File: config.mk
export PLATFORM = sky130hd
export DESIGN_NAME = pattern_generator_param
export DESIGN_NICKNAME = d
export VERILOG_FILES = /design/src/rtl/pattern_generator_param.sv
export SDC_FILE = /design/constraint.sdc
export NUM_CORES = 1
export LEC_CHECK = 0
export ABC_AREA = 1
export CELL_PAD_IN_SITES_DETAIL_PLACEMENT = 0
export CELL_PAD_IN_SITES_GLOBAL_PLACEMENT = 1
export CORE_ASPECT_RATIO = 1.25
export CORE_MARGIN = 10
export CORE_UTILIZATION = 32
export DETAILED_ROUTE_END_ITERATION = 8
export PLACE_DENSITY_LB_ADDON = 0.1
export SLEW_MARGIN = 0
export SYNTH_ARGS = -nofsm -noshare
export SYNTH_HDL_FRONTEND = slang
export SYNTH_SLANG_ARGS = --single-unit
File: constraint.sdc
create_clock -name clk -period 4.3 [get_ports clk]
set_input_delay 0.43 -clock clk [delete_from_list [all_inputs] [get_ports clk]]
set_output_delay 0.43 -clock clk [all_outputs]
set_load 0.02 [all_outputs]
File: src/rtl/pattern_generator_param.sv
// Raster test-pattern generator: constant, X/Y/XY ramps, checkerboard and PRBS.
// Configuration is latched on f_sync, and each sync while the frame is armed emits one line of H_ACTIVE pixels.
module pattern_generator_param #(
   parameter int unsigned DATA_W     = 12,
   parameter int unsigned DELTA_W    = 2,
   parameter int unsigned H_ACTIVE   = 640,
   parameter int unsigned V_ACTIVE   = 480,
   parameter int unsigned CHECK_LOG2 = 3
) (
   input  logic              clk,
   input  logic              rst_n,
   input  logic              f_sync,
   input  logic              sync,
   input  logic [DATA_W-1:0] constVal,
   input  logic [DELTA_W-1:0] X,
   input  logic [DELTA_W-1:0] Y,
   input  logic [2:0]        Mode,
   input  logic              sat_en,
   output logic [DATA_W-1:0] cnt,
   output logic              pix_valid,
   output logic              frame_done,
   output logic              mode_err
);

   localparam int unsigned STEP_MAX = (1 << DELTA_W) - 1;
   localparam int unsigned ACC_MAX  = ((1 << DATA_W) - 1) + (H_ACTIVE - 1) * STEP_MAX
                                      + (V_ACTIVE - 1) * STEP_MAX;
   localparam int unsigned ACC_W    = $clog2(ACC_MAX + 1);
   localparam int unsigned COL_W    = $clog2(H_ACTIVE);
   localparam int unsigned ROW_W    = $clog2(V_ACTIVE);
   localparam logic [ACC_W-1:0] FULL_SCALE = ACC_W'((1 << DATA_W) - 1);
   localparam logic [15:0] LFSR_INIT = 16'hACE1;

   localparam logic [2:0] M_CONST    = 3'd0;
   localparam logic [2:0] M_RAMP_X   = 3'd1;
   localparam logic [2:0] M_RAMP_Y   = 3'd2;
   localparam logic [2:0] M_RAMP_XY  = 3'd3;
   localparam logic [2:0] M_CHECKER  = 3'd4;
   localparam logic [2:0] M_PRBS     = 3'd5;

   typedef enum logic [1:0] {
      S_IDLE,
      S_ARMED,
      S_ACTIVE
   } state_t;

   state_t             state;
   logic [COL_W-1:0]   col;
   logic [ROW_W-1:0]   row;
   logic [ACC_W-1:0]   row_base;
   logic [ACC_W-1:0]   acc;
   logic [15:0]        lfsr;

   logic [2:0]         cfg_mode;
   logic [DATA_W-1:0]  cfg_const;
   logic [DELTA_W-1:0] cfg_dx;
   logic [DELTA_W-1:0] cfg_dy;
   logic               cfg_sat;

   logic [COL_W-1:0]   emit_col;
   logic [ACC_W-1:0]   emit_acc;
   logic [DATA_W-1:0]  pix_next;
   logic               chk_bit;

   function automatic logic [15:0] lfsr_step(input logic [15:0] s);
      return {s[0] ^ s[2] ^ s[3] ^ s[5], s[15:1]};
   endfunction

   // Ramps are carried as an exact running sum: row_base steps by dy per line,
   // acc steps by dx per pixel; modes that ignore an axis latch a zero step.
   always_comb begin
      emit_col = '0;
      emit_acc = row_base;
      pix_next = '0;
      chk_bit  = 1'b0;
      if (state == S_ACTIVE) begin
         emit_col = col + COL_W'(1);
         emit_acc = acc + ACC_W'(cfg_dx);
      end
      chk_bit = (((32'(emit_col) >> CHECK_LOG2) ^ (32'(row) >> CHECK_LOG2)) & 32'd1) != 32'd0;
      case (cfg_mode)
         M_CONST, M_RAMP_X, M_RAMP_Y, M_RAMP_XY: begin
            if (cfg_sat && (emit_acc > FULL_SCALE))
               pix_next = '1;
            else
               pix_next = emit_acc[DATA_W-1:0];
         end
         M_CHECKER: pix_next = chk_bit ? ~cfg_const : cfg_const;
         M_PRBS:    pix_next = lfsr[DATA_W-1:0];
         default:   pix_next = '0;
      endcase
   end

   always_ff @(posedge clk or negedge rst_n) begin
      if (!rst_n) begin
         state      <= S_IDLE;
         col        <= '0;
         row        <= '0;
         row_base   <= '0;
         acc        <= '0;
         lfsr       <= LFSR_INIT;
         cfg_mode   <= M_CONST;
         cfg_const  <= '0;
         cfg_dx     <= '0;
         cfg_dy     <= '0;
         cfg_sat    <= 1'b0;
         cnt        <= '0;
         pix_valid  <= 1'b0;
         frame_done <= 1'b0;
         mode_err   <= 1'b0;
      end else begin
         frame_done <= 1'b0;
         if (f_sync) begin
            // f_sync overrides any same-cycle sync and aborts a line in progress
            state     <= S_ARMED;
            col       <= '0;
            row       <= '0;
            acc       <= '0;
            cfg_mode  <= Mode;
            cfg_const <= constVal;
            cfg_sat   <= sat_en;
            cfg_dx    <= ((Mode == M_RAMP_X) || (Mode == M_RAMP_XY)) ? X : '0;
            cfg_dy    <= ((Mode == M_RAMP_Y) || (Mode == M_RAMP_XY)) ? Y : '0;
            row_base  <= ACC_W'(constVal);
            lfsr      <= (constVal == '0) ? LFSR_INIT : 16'(constVal);
            mode_err  <= (Mode > M_PRBS);
            cnt       <= '0;
            pix_valid <= 1'b0;
         end else begin
            case (state)
               S_ARMED: begin
                  if (sync) begin
                     state     <= S_ACTIVE;
                     col       <= '0;
                     acc       <= emit_acc;
                     cnt       <= pix_next;
                     pix_valid <= 1'b1;
                     if (cfg_mode == M_PRBS)
                        lfsr <= lfsr_step(lfsr);
                  end
               end
               S_ACTIVE: begin
                  if (col == COL_W'(H_ACTIVE - 1)) begin
                     col       <= '0;
                     cnt       <= '0;
                     pix_valid <= 1'b0;
                     if (row == ROW_W'(V_ACTIVE - 1)) begin
                        state      <= S_IDLE;
                        frame_done <= 1'b1;
                     end else begin
                        state    <= S_ARMED;
                        row      <= row + ROW_W'(1);
                        row_base <= row_base + ACC_W'(cfg_dy);
                     end
                  end else begin
                     col <= emit_col;
                     acc <= emit_acc;
                     cnt <= pix_next;
                     if (cfg_mode == M_PRBS)
                        lfsr <= lfsr_step(lfsr);
                  end
               end
               default: ;
            endcase
         end
      end
   end

endmodule

# After elaboration in Yosys (flattened, before gate mapping)
# Cells that the tools add are included.
dict set report word_totals {
  regBits 98
  in_bits 24
  out_inout_bits 15
  word_cells 101
}
dict set report op_classes {
  add_sub_neg 4
  n_lt_le_gt_ge 2
  n_eq_ne 16
  mux 46
  bitwise 5
  n_reduce_logical 13
}
# op n
set op_table {}
lappend op_table {{2-to-1 mux 13 bit} 8}
lappend op_table {{2-to-1 mux 16 bit} 5}
lappend op_table {{2-to-1 mux 12 bit} 5}
lappend op_table {{2-to-1 mux 10 bit} 4}
lappend op_table {{2-to-1 mux 9 bit} 4}
lappend op_table {{case mux 12 bit (3 select lines)} 1}
lappend op_table {{case mux 16 bit (2 select lines)} 1}
lappend op_table {{adder 13 x 2 -> 13 bit} 2}
lappend op_table {{case mux 13 bit (2 select lines)} 1}
lappend op_table {{case mux 12 bit (2 select lines)} 1}
lappend op_table {{case mux 10 bit (2 select lines)} 1}
lappend op_table {{> comparator 13 x 12 -> 1 bit (second input constant)} 1}
lappend op_table {{equality test 3 x 2 -> 1 bit (second input constant)} 4}
lappend op_table {{zero test 12 bit} 1}
lappend op_table {{inverter 12 bit} 1}
lappend op_table {{adder 10 x 1 -> 10 bit (second input constant)} 1}
lappend op_table {{equality test 10 bit (second input constant)} 1}
lappend op_table {{2-to-1 mux 2 bit} 5}
lappend op_table {{adder 9 x 1 -> 9 bit (second input constant)} 1}
lappend op_table {{equality test 9 bit (second input constant)} 1}
lappend op_table {{AND reduction 3 bit} 3}
lappend op_table {{2-to-1 mux 1 bit} 8}
lappend op_table {{equality test 3 x 1 -> 1 bit (second input constant)} 2}
lappend op_table {{equality test 3 bit (second input constant)} 2}
lappend op_table {{16 further kinds} 22}

# Longest topological paths before layout
dict set report logic_depth {
  word_depth 9
  ltp_mapped 15
  ltp_nobuf 15
}

# Worst setup path after synthesis
# No wires, ideal clock.
dict set report synth_timing {
  path_kind {reg-to-reg}
  startpoint {register acc[0]}
  endpoint {register cnt[2]}
  setup_time_ns 0.116
  arrival_ns 1.830
  required_ns 4.184
  path_slack_ns 2.354
  path_stages_with_launch 16
  path_buffers 1
  synth_period_minus_slack_ns 1.946
  path_cell_list {dfrtp_1 -> ha_1 -> fa_1 -> nand2_1 -> nor2_1 -> nand3_1 -> nand2_1 -> nand2_1 -> nand2_1 -> nand3_1 -> buf_2 -> nand2_1 -> nand2_1 -> nand2_1 -> nand2_1 -> nand2_1}
}
dict set report synth_between {
  elab_chain_len 9
  word_cells_on_any_way 10
  classes_between {add/sub (1); order compare (1); mux (7); reduce/logical (1)}
}
# element line
set synth_rtl {}
lappend synth_rtl {{from (decl)} 51} ;# logic [ACC_W-1:0] acc;
lappend synth_rtl {{from (signal assigned)} 135} ;# acc <= emit_acc;
lappend synth_rtl {{from (signal assigned)} 157} ;# acc <= emit_acc;
lappend synth_rtl {{adder 13 x 2 -> 13 bit *} 78} ;# emit_acc = acc + ACC_W'(cfg_dx);
lappend synth_rtl {{2-to-1 mux 13 bit *} 76} ;# if (state == S_ACTIVE) begin
lappend synth_rtl {{> comparator 13 x 12 -> 1 bit} 83} ;# if (cfg_sat && (emit_acc > FULL_SCALE))
lappend synth_rtl {{logical AND 1 bit} 83}
lappend synth_rtl {{2-to-1 mux 12 bit *} 83}
lappend synth_rtl {{case mux 12 bit (3 select lines) *} 81} ;# case (cfg_mode)
lappend synth_rtl {{2-to-1 mux 12 bit, on equally long branches} {143, 132}}
lappend synth_rtl {{case mux 12 bit (2 select lines) *} 130} ;# case (state)
lappend synth_rtl {{2-to-1 mux 12 bit *} 113} ;# if (f_sync) begin
lappend synth_rtl {{to (signal assigned)} 136} ;# cnt <= pix_next;
lappend synth_rtl {{to (signal assigned)} 158} ;# cnt <= pix_next;
lappend synth_rtl {{to (decl)} 19} ;# output logic [DATA_W-1:0] cnt,
# Every way passes the cells marked *; elsewhere a longest branch is shown, timed or not. The select of a mux whose other input is x is not followed.
# A chain may end at the register's enable or synchronous reset.

# Worst setup path after layout
dict set report layout_timing {
  startpoint {register state[0]}
  endpoint {register cnt[8]}
}
dict set report layout_between {
  elab_chain_len 9
  word_cells_on_any_way 17
  classes_between {order compare (1); eq/ne (3); mux (9); bitwise (1); reduce/logical (3)}
}
# element line
set layout_rtl {}
lappend layout_rtl {{from (decl)} 47} ;# state_t state;
lappend layout_rtl {{from (signal assigned)} 96} ;# state <= S_IDLE;
lappend layout_rtl {{from (signal assigned)} 115} ;# state <= S_ARMED;
lappend layout_rtl {{from (signal assigned)} 133} ;# state <= S_ACTIVE;
lappend layout_rtl {{equality test 2 bit} {76, 130}}
lappend layout_rtl {{2-to-1 mux 13 bit} 76}
lappend layout_rtl {{> comparator 13 x 12 -> 1 bit} 83}
lappend layout_rtl {{logical AND 1 bit} 83}
lappend layout_rtl {{2-to-1 mux 12 bit} 83}
lappend layout_rtl {{case mux 12 bit (3 select lines)} 81}
lappend layout_rtl {{2-to-1 mux 12 bit, on equally long branches} {143, 132}}
lappend layout_rtl {{case mux 12 bit (2 select lines)} 130}
lappend layout_rtl {{2-to-1 mux 12 bit} 113}
# Parallel ways exist; a longest one is shown, timed or not. The select of a mux whose other input is x is not followed.

==> summary.txt <==
Run status
  • Status: completed

Die
  • Die Wd: 136 um
  • Ports: 39
  • Area of the core: ~16000 sq um
  • Die area: ~22000 sq um
  • Site Rows: 52
  • Initial core utilization: 0.330
  • Die Y: ~160 um

Layout
  • # nets final: about 780
  • Layout Area Growth over Synthesis: 16.2%
  • Post-Layout Cell Count: 968
  • Antenna fix cells: 0
  • # fillers: ~1800
  • Multi-input gate area: about 2500 sq um
  • Layout cells sized above 1: 0.0691
  • Commonest non-fill, non-tap cell in the layout: nand2_1
  • Most frequent cells in the layout: nand2_1, dfrtp_1, inv_1
  • Register Area: 2440 sq um

Placement
  • PortBufs: 38
  • Placer Congestion: roughly 0.82
  • DPL Wire Length: 11900 um
  • DP Cell Count: ~950

STA
  • Headroom to the max-slew limit: 0.204
  • Setup_tns: 0 ns
  • Final Skew: between 0.01 and 0.015 ns
  • Max-slew violations: 0
  • RSZ-0062 raised after global routing: false
  • Crit path time final: 2.52 ns
  • Final-report hold violation count: 0
  • Tcrit/Tclk final: 0.587
  • Fmax: approximately 400 MHz
  • Worst slew pin tran: between 1 and 1.5 ns
  • Endpoints failing setup: 0

Clocking
  • CTS buffer count: 9
  • CTS Buffer Depth: 2
  • Clk pin slew, worst setup/hold paths: ~0.08 ns
  • Worst-skew pair later-pin latency: around 0.36 ns
  • Post-CTS Hold Fix Bufs: 0
  • H-tree depth: 3
  • Post-CTS Repair Setup Buffers: 0
  • PostCTS Resize Cnt: 0
  • Sink Count: 97
  • Root Driver: clkbuf_16
  • CTS tree: yes

Global route
  • Vias in the first global route: approximately 5000
  • Largest net degree at the start of global routing: 70
  • Grt total ovfl: 0
  • Global Route Usage Sum: 0.155
  • Initial antenna violation count: 0
  • Global-route wire length before repair: around 27000 um

Synth
  • #FFs+latches synth: 97
  • Sequential fraction of the synthesis area: 0.453
  • Prevailing post-synth register cell: dfrtp_1
  • Distinct cells, synth: roughly 40
  • Syn nets: 750
  • Post-synth EDFFs: 0
  • FFs w/ async S/R, synth: 1.00
  • Post-Syn Area: around 5400 sq um
  • Post-Syn Instances: between 700 and 800
  • Synth Warn #: 0
  • Mean post-synth cell area: 7.50 sq um

Detailed routing
  • Iteration-0 DRC Markers: 255
  • DRC viols: 0
  • Drt first pass iters: 5
  • Wirelength per Cell: about 17 um
  • Via count: about 4800
  • Drt total wl: between 15000 and 20000 um
  • Vias per inst: between 4 and 5
  • Routed Antenna Nets: 0

Setup path
  • CP max stage delay: 0.51 ns
  • Worst-path cell chain: nor2_4 -> inv_2 -> nor2_4 -> inv_2 -> nor2_4 -> a21oi_2 -> buf_4 -> a21oi_2 -> nand2_1 -> nand2_1
  • Max stage delay cell, worst path: a21oi_2
  • Cell family with most CP delay: simple AND/OR/NAND/NOR gates
  • Worst Path Arrival: approximately 2.8 ns
  • Most used cell, CP: nor2_4
  • Startpoint types: flop
  • Kind of end point of the critical path: flop
  • Crit Path Category: flop to flop
  • Crit path required time: between 4 and 5 ns
  • Crit path max fanout: 19
  • Crit path buf inv count: 3
  • Reg2Reg Setup Slack: about 1.8 ns

Power
  • Pleak: 0.00297 uW
  • Worst VDD drop: 193 uV
  • PD cells: around 380 nW/um^2
  • Total power: ~2400 uW

Job
  • Max Cap Viol: 0

Min path
  • Type of the worst min-delay path: primary input to asynchronous set/reset pin
sequential cells by signal (all words and copies together), names as in the netlist, 2 cells and up:
name / count
cfg_const: 12
row: 9
cfg_dx: 2
col: 10
cnt: 12
acc: 13
row_base: 13
lfsr: 16
cfg_mode: 3
cfg_dy: 2
synthesized netlist by cell type (2+ instances only):
library cell	instances	area, sq um
nand4_1	11	68.8
o221ai_1	4	35.0
nand3_1	55	275
a22o_1	2	17.5
a21oi_1	12	60.1
a21boi_0	6	45.0
nor2_1	30	113
buf_2	11	55.1
nor2_2	2	12.5
clkbuf_1	14	52.6
o31ai_1	4	30.0
fa_1	2	40.0
a31oi_1	3	18.8
ha_1	6	75.1
inv_2	4	15.0
nand2_1	245	920
or2_2	2	12.5
a22oi_1	4	30.0
nor4_1	5	31.3
nor3_1	14	70.1
o22ai_1	15	93.8
dfstp_2	8	210
nor2_4	3	33.8
o21ai_0	37	185
inv_1	85	319
dfrtp_1	89	2230
xor2_1	10	87.6
a21oi_2	3	26.3
o21ai_1	20	100
where the power goes:
group          switching (uW)  leakage [uW]  internal (uW)
registers                79.8       0.00124           1020
clock network             375      0.000145            467
logic                     278       0.00158            162
worst register-to-register path, delay by kind of cell, from the launching register on:
| kind | cells | cell delay [ns] |
|---|---|---|
| AND/OR/NAND/NOR | 5 | 0.99 |
| flip-flops | 1 | 0.42 |
| AO/OA/AOI/OAI | 2 | 0.56 |
| buffers and inverters | 3 | 0.49 |
layout make-up:
| type | count | area share |
|---|---|---|
| flip-flops and latches | 97 | 0.390 |
| clock inverters | 5 | 0.00900 |
| repair buffers | 45 | 0.0680 |
| clock buffers | 11 | 0.0388 |
| multi-input cells | 505 | 0.398 |
| inverters | 89 | 0.0534 |
| well taps | 216 | 0.0432 |
layer usage:
metal / GRT usage / part of all wire / wire [um] / vias up
met1: 0.201 / 0.47 / 7650 / 2322
met4: 0.0582 / 0.016 / 263 / 0
met3: 0.0201 / 0.022 / 362 / 13
met5: 0 / 0 / 0 / -
met2: 0.256 / 0.49 / 7940 / 60
li1: - / - / - / 2385
path summary, 6_finish.rpt:
kind                       endpoint  cells past startpoint  startpoint
max                          cnt[8]                     10    state[0]
min                          col[8]                      1       rst_n
max reg2reg                  cnt[8]                     10    state[0]
min reg2reg                lfsr[15]                      2    lfsr[15]
max in group asynchronous   lfsr[6]                      2       rst_n
min in group clk           lfsr[15]                      2    lfsr[15]
per-stage QoR:
step	utilization	setup WS, ns	instance area [sq um]	hold slack [ns]
floorplan	-	2.35	5380	0.134
global placement	0.365	1.60	5960	0.464
detailed placement	0.365	1.61	5960	0.464
CTS	0.383	1.73	6250	0.245
global route	0.383	1.45	6250	0.259
finish	0.383	1.78	6250	0.181
kinds of logic after synthesis:
kind of cell | share of synthesized area
buf+inv | 0.0856
simple gates | 0.297
mux | 0.00186
flops | 0.453
compound gates | 0.124
xor+xnor | 0.0179
fa+ha+maj | 0.0214
Note: power is estimated with default switching activity, not from simulation.
